$ cat src/rtl/float_decoder.sv
// Sign/exponent/significand to 12-bit two's-complement converter.
// Serial shifter: one exponent step per clock, result held until taken.
module float_decoder (
  input  logic        clk,
  input  logic        rst,
  input  logic        in_valid,
  output logic        in_ready,
  input  logic        sign,
  input  logic [2:0]  exponent,
  input  logic [3:0]  significand,
  output logic        out_valid,
  input  logic        out_ready,
  output logic [11:0] out,
  output logic        nonnorm
);

  typedef enum logic [1:0] {
    IDLE  = 2'd0,
    SHIFT = 2'd1,
    DONE  = 2'd2
  } state_t;

  state_t      state;
  state_t      state_nxt;
  logic [11:0] mag;
  logic [2:0]  cnt;
  logic        sgn;
  logic        pend;

  assign in_ready = (state == IDLE);

  always_comb begin
    state_nxt = state;
    unique case (state)
      IDLE:    if (in_valid)  state_nxt = SHIFT;
      SHIFT:   if (cnt == '0) state_nxt = DONE;
      DONE:    if (out_ready) state_nxt = IDLE;
      default: state_nxt = IDLE;
    endcase
  end

  always_ff @(posedge clk) begin
    if (rst) begin
      state     <= IDLE;
      mag       <= '0;
      cnt       <= '0;
      sgn       <= 1'b0;
      pend      <= 1'b0;
      out       <= '0;
      nonnorm   <= 1'b0;
      out_valid <= 1'b0;
    end else begin
      state <= state_nxt;
      unique case (state)
        IDLE: begin
          if (in_valid) begin
            mag  <= {8'b0, significand};
            cnt  <= exponent;
            sgn  <= sign;
            pend <= (exponent != '0) && !significand[3];
          end
        end
        SHIFT: begin
          if (cnt != '0) begin
            mag <= mag << 1;
            cnt <= cnt - 3'd1;
          end else begin
            // negating zero yields zero, so -0 needs no special case
            out       <= sgn ? (~mag + 12'd1) : mag;
            nonnorm   <= pend;
            out_valid <= 1'b1;
          end
        end
        DONE: begin
          if (out_ready) out_valid <= 1'b0;
        end
        default: ;
      endcase
    end
  end

endmodule
$ cat config.mk
export PLATFORM = sky130hd
export DESIGN_NAME = float_decoder
export DESIGN_NICKNAME = d
export VERILOG_FILES = /design/src/rtl/float_decoder.sv
export SDC_FILE = /design/constraint.sdc
export NUM_CORES = 1
export LEC_CHECK = 0
export CORE_MARGIN = 10
export CORE_UTILIZATION = 46
export CTS_BUF_LIST = sky130_fd_sc_hd__clkbuf_4
export CTS_CLUSTER_SIZE = 10
export DETAILED_ROUTE_END_ITERATION = 10
export PLACE_DENSITY = 0.74
export SETUP_SLACK_MARGIN = 0.5
export SLEW_MARGIN = 25
export SYNTH_ARGS = -nofsm -noshare
export SYNTH_HDL_FRONTEND = slang
export SYNTH_SLANG_ARGS = --single-unit
export TNS_END_PERCENT = 20
$ cat constraint.sdc
create_clock -name clk -period 5.5 [get_ports clk]
set_input_delay 0.55 -clock clk [delete_from_list [all_inputs] [get_ports clk]]
set_output_delay 0.55 -clock clk [all_outputs]
set_load 0.05 [all_outputs]
### After elaboration in Yosys (flattened, before gate mapping)

Cells that the tools add are included.

* add/sub/neg operators: 2
* eq/ne operators: 7
* mux-type cells: 14
* bitwise gates (word level): 2
* reduce and logical (&&, ||, !) cells: 13

Operators by type and width (count)
* 12-bit two-way mux: 3
* 12-bit case mux with 2 select lines: 1
* 12-bit by 1-bit adder with 12-bit output, second input constant: 1
* 12-bit NOT: 1
* 2-bit != test, second input constant: 5
* 3-bit AND reduction: 3
* 2-bit two-way mux: 3
* 3-bit two-way mux: 2
* 2-bit case mux with 3 select lines: 1
* 3-bit case mux with 2 select lines: 1
* 3-bit nonzero test: 2
* 2-bit AND reduction: 2
* 2-bit nonzero test: 2
* 3-bit logical NOT: 1
* 3-bit by 1-bit subtractor with 3-bit output, second input constant: 1
* 2-bit by 1-bit equality test with 1-bit output, second input constant: 1
* 2-bit equality test, second input constant: 1
* 2-bit logical NOT: 1
* 1-bit two-way mux: 2
* 1-bit case mux with 2 select lines: 1
* 1-bit logical AND: 1
* 1-bit logical NOT: 1
* 1-bit NOT: 1

* register bits after elaboration: 33
* input port bits: 12
* output and inout port bits: 15

### Logic depth before layout (Yosys ltp)

* depth after elaboration: 3
* mapped depth: 8
* gate-level depth less buffers: 7

### Worst setup path before layout

No wires, ideal clock.

* path type: flip-flop to flip-flop
* start: register mag[0]
* end: register out[10]
* arrival time: 1.670 ns
* data required time: 5.414 ns
* path slack: 3.744 ns
* cell stages (with the launch flop): 7
* buffers on the path: 0
* clock period less this slack: 1.756 ns
* path through: dfxtp_1 > inv_1 > ha_1 > or3b_2 > o41ai_1 > xor2_1 > a211oi_1

* cells in the longest elaborated chain, start to end: 3

Ends and longest elaborated chain
* start, declared: line 25 `logic [11:0] mag;`
* start signal, assigned: line 57 `mag <= {8'b0, significand};`
* start signal, assigned: line 65 `mag <= mag << 1;`
* 12-bit NOT: line 69 `out <= sgn ? (~mag + 12'd1) : mag;`
* 12-bit by 1-bit adder with 12-bit output: line 69
* 12-bit two-way mux: line 69
* end signal, assigned: line 69
* end, declared: line 13 `output logic [11:0] out,`

No other way between the ends.
A chain may end at the register's enable or synchronous reset.

### Worst setup path in the final report

* start: register state[1]
* end: output in_ready

* cells in the longest elaborated chain, start to end: 1

Ends and longest elaborated chain
* start, declared: line 23 `state_t state;`
* start signal, assigned: line 53 `state <= state_nxt;`
* 2-bit logical NOT: line 30 `assign in_ready = (state == IDLE);`
* end, declared: line 7 `output logic in_ready,`

No other way between the ends.

==> flow_summary_export.csv <==
group,metric,value,unit
worst_setup_path,slowest_stage,"clkdlybuf4s50_1",
sta,worstMarginPinSlew,0.815,ns
final_layout,num_antenna_cells,0,
floorplan,initial_core_util,49.2,%
worst_setup_path,crit_required,4.95,ns
route,avgViaCountPerCell,5.44,
worst_setup_path,cp.arrival,1.79,ns
route,wl_per_cell,13.4,µm
clocking,holdBufCountCts,0,
floorplan,dieArea,6060,µm²
clocking,clk_pin_slew_worst_paths,0.10,ns
place,port_buffers,26,
final_layout,layout.nets,223,
global_routing,grt_max_degree,36,
global_routing,antenna_found_initial,0,
logic_synthesis,synth_fp_nets,202,
clocking,cts_setup_buffers,0,
logic_synthesis,synth_area,1540,µm²
logic_synthesis,synth_cell_type_count,39,
worst_setup_path,cp_max_fo,10,
logic_synthesis,synthCells,187,
worst_setup_path,worstSetupPathType,"flip-flop to output pin",
final_layout,final_common_cell,"dfxtp_1",
logic_synthesis,async_reset_ff_share,0,%
sta,setup-tns-final,0,ns
clocking,numCtsBuffers,5,
sta,grt_setup_unrepaired,"false",
route,drcViolationCount,0,
global_routing,overflow,0,
final_layout,final_cells,253,
floorplan,fp.dieW,77.9,µm
worst_setup_path,start_kind,"flip-flop",
sta,setup_viol,0,
clocking,ctsResizeCount,0,
route,dr_total_vias,1377,
sta,drv_slew,0,
clocking,clk_latency,0.34,ns
place,hpwl,2440,µm
global_routing,gr-usage-all-layers,11.5,%
clocking,htreeDepth,2,
pwr,irDropWorstVdd,0.000158,V
final_layout,mostFrequentLayoutCells,"dfxtp_1, clkdlybuf4s50_1, nand2_1",
floorplan,coreArea,3130,µm²
worst_setup_path,worst_setup_path_end_kind,"output pin",
sta,finalCritPeriodShare,42.6,%
outcome,status,"finished, final reports clean",
logic_synthesis,synth_ff_type,"dfxtp_1",
place,place_congestion,0.791,
floorplan,die-height,77.9,µm
worst_setup_path,critical_path.top_delay_family,"buffers and inverters",
clocking,cts_max_path_buffers,2,
sta,slew_headroom,45.5,%
sta,holdWs,0.462,ns
logic_synthesis,yosysSeqAreaShare,42.9,%
route,drt_iter0_drc,74,
route,dr.pass1.iters,4,
final_layout,syn_to_final_growth,20.2,%
pwr,leakagePower,0.641,nW
sta,hold_viol,0,
clocking,cts.sinks,33,
route,wl,3380,µm
logic_synthesis,yosysWarnings,0,
global_routing,first_global_vias,1355,
run,drv_cap,0,
clocking,cts_root_buf,"clkbuf_4",
worst_setup_path,slowest_delay,0.84,ns
pwr,power.density,306,nW/µm²
sta,fin_crit,2.34,ns
worst_setup_path,path_buf_inv,1,
sta,fmax,427,MHz
logic_synthesis,synth.avg_cell_area,8.24,µm²
worst_setup_path,cp_cell_sequence,"nor2_1, clkdlybuf4s50_1",
place,place.detailed.instances,245,
logic_synthesis,synth_edf_count,0,
logic_synthesis,synth-seq-cells,33,
floorplan,rows,20,
route,antenna_left,0,
floorplan,io_pins,27,
hold_path,worstHoldPathType,"flip-flop to flip-flop",
clocking,cts_tree,"done",
global_routing,grt_pass1_wl,5820,µm
final_layout,post_route_cells_drive_above_1_share,5.74,%
sta,finalClockSkew,0.00819,ns
worst register-to-register path: stages, from the launching register on:
cell and delay, ns:
dfxtp_1 0.34, inv_1 0.06, ha_1 0.19, ha_1 0.23, nand2b_1 0.19, a21oi_2 0.63, a21oi_1 0.14, a211oi_1 0.24
worst paths after layout:
check	startpoint	to	slack [ns]	depth (start not counted)
max reg2reg	cnt[0]$_SDFFE_PP0P_	cnt[0]$_SDFFE_PP0P_	3.39	7
min reg2reg	out[0]$_SDFFE_PP0P_	out[0]$_SDFFE_PP0P_	0.46	2
max	state[1]$_SDFFE_PP0P_	in_ready	3.16	2
min	out[0]$_SDFFE_PP0P_	out[0]$_SDFFE_PP0P_	0.46	2
metrics by stage:
step	setup WS [ns]	power (mW)	area (µm²)	utilization [%]
after detailed placement	3.28	0.447	1800	57.6
after CTS	3.13	0.575	1850	59.2
after global placement	2.93	0.441	1810	57.8
after global routing	3.04	0.601	1850	59.2
after floorplan	3.74	0.400	1540	-
final	3.16	0.567	1850	59.2
cell type report:
class / count / area, µm²
fillers: 289 / 1280
multi-input cells: 136 / 808
flip-flops and latches: 33 / 661
repair buffers: 26 / 255
well taps: 44 / 55.1
clock buffers: 5 / 37.5
inverters: 6 / 22.5
clock inverters: 3 / 12.5
cell usage after synthesis, drive strengths merged (2+ instances only):
library cell / count / area share [%]
dfxtp: 33 / 43
nand2: 23 / 5.6
a21oi: 20 / 6.7
nor2: 20 / 4.9
a211oi: 11 / 5.4
nand3: 11 / 3.6
clkbuf: 9 / 2.2
inv: 6 / 1.5
xor2: 6 / 3.4
nand2b: 5 / 2.0
o41ai: 4 / 2.3
a311oi: 3 / 1.7
buf: 3 / 0.97
ha: 3 / 2.4
or4: 3 / 1.7
nor2b: 2 / 0.81
nor3: 2 / 0.65
nor4: 2 / 0.81
o21ai: 2 / 0.65
or3b: 2 / 1.1
routing by layer:
layer | up-vias | share of wire (%) | GRT usage [%]
met5 | - | 0 | 0
met4 | 0 | 1.4 | 5.11
met3 | 5 | 6.4 | 5.65
met2 | 33 | 47 | 18.7
met1 | 625 | 46 | 12.5
li1 | 714 | - | -
sequential cells by signal (all words and copies together) (netlist names):
signal     count
nonnorm        1
out           12
out_valid      1
cnt            3
pend           1
sgn            1
mag           12
state          2
power by group:
| group | internal (mW) | switching (mW) | total [mW] |
|---|---|---|---|
| sequential | 0.258 | 0.0186 | 0.277 |
| combinational | 0.0613 | 0.102 | 0.163 |
| clock | 0.0461 | 0.0811 | 0.127 |
| total | 0.366 | 0.202 | 0.567 |
cell families (layout without fill, tap and decap cells):
family / after synthesis / count (layout) / synth area share (%)
compound gates: 48 / 48 / 21.0
xor+xnor: 7 / 7 / 3.98
fa+ha+maj: 3 / 3 / 2.44
buf+inv: 18 / 40 / 4.63
flops: 33 / 33 / 42.9
mux: 1 / 1 / 0.650
simple gates: 77 / 77 / 24.5
Note: power is estimated with default switching activity, not from simulation.
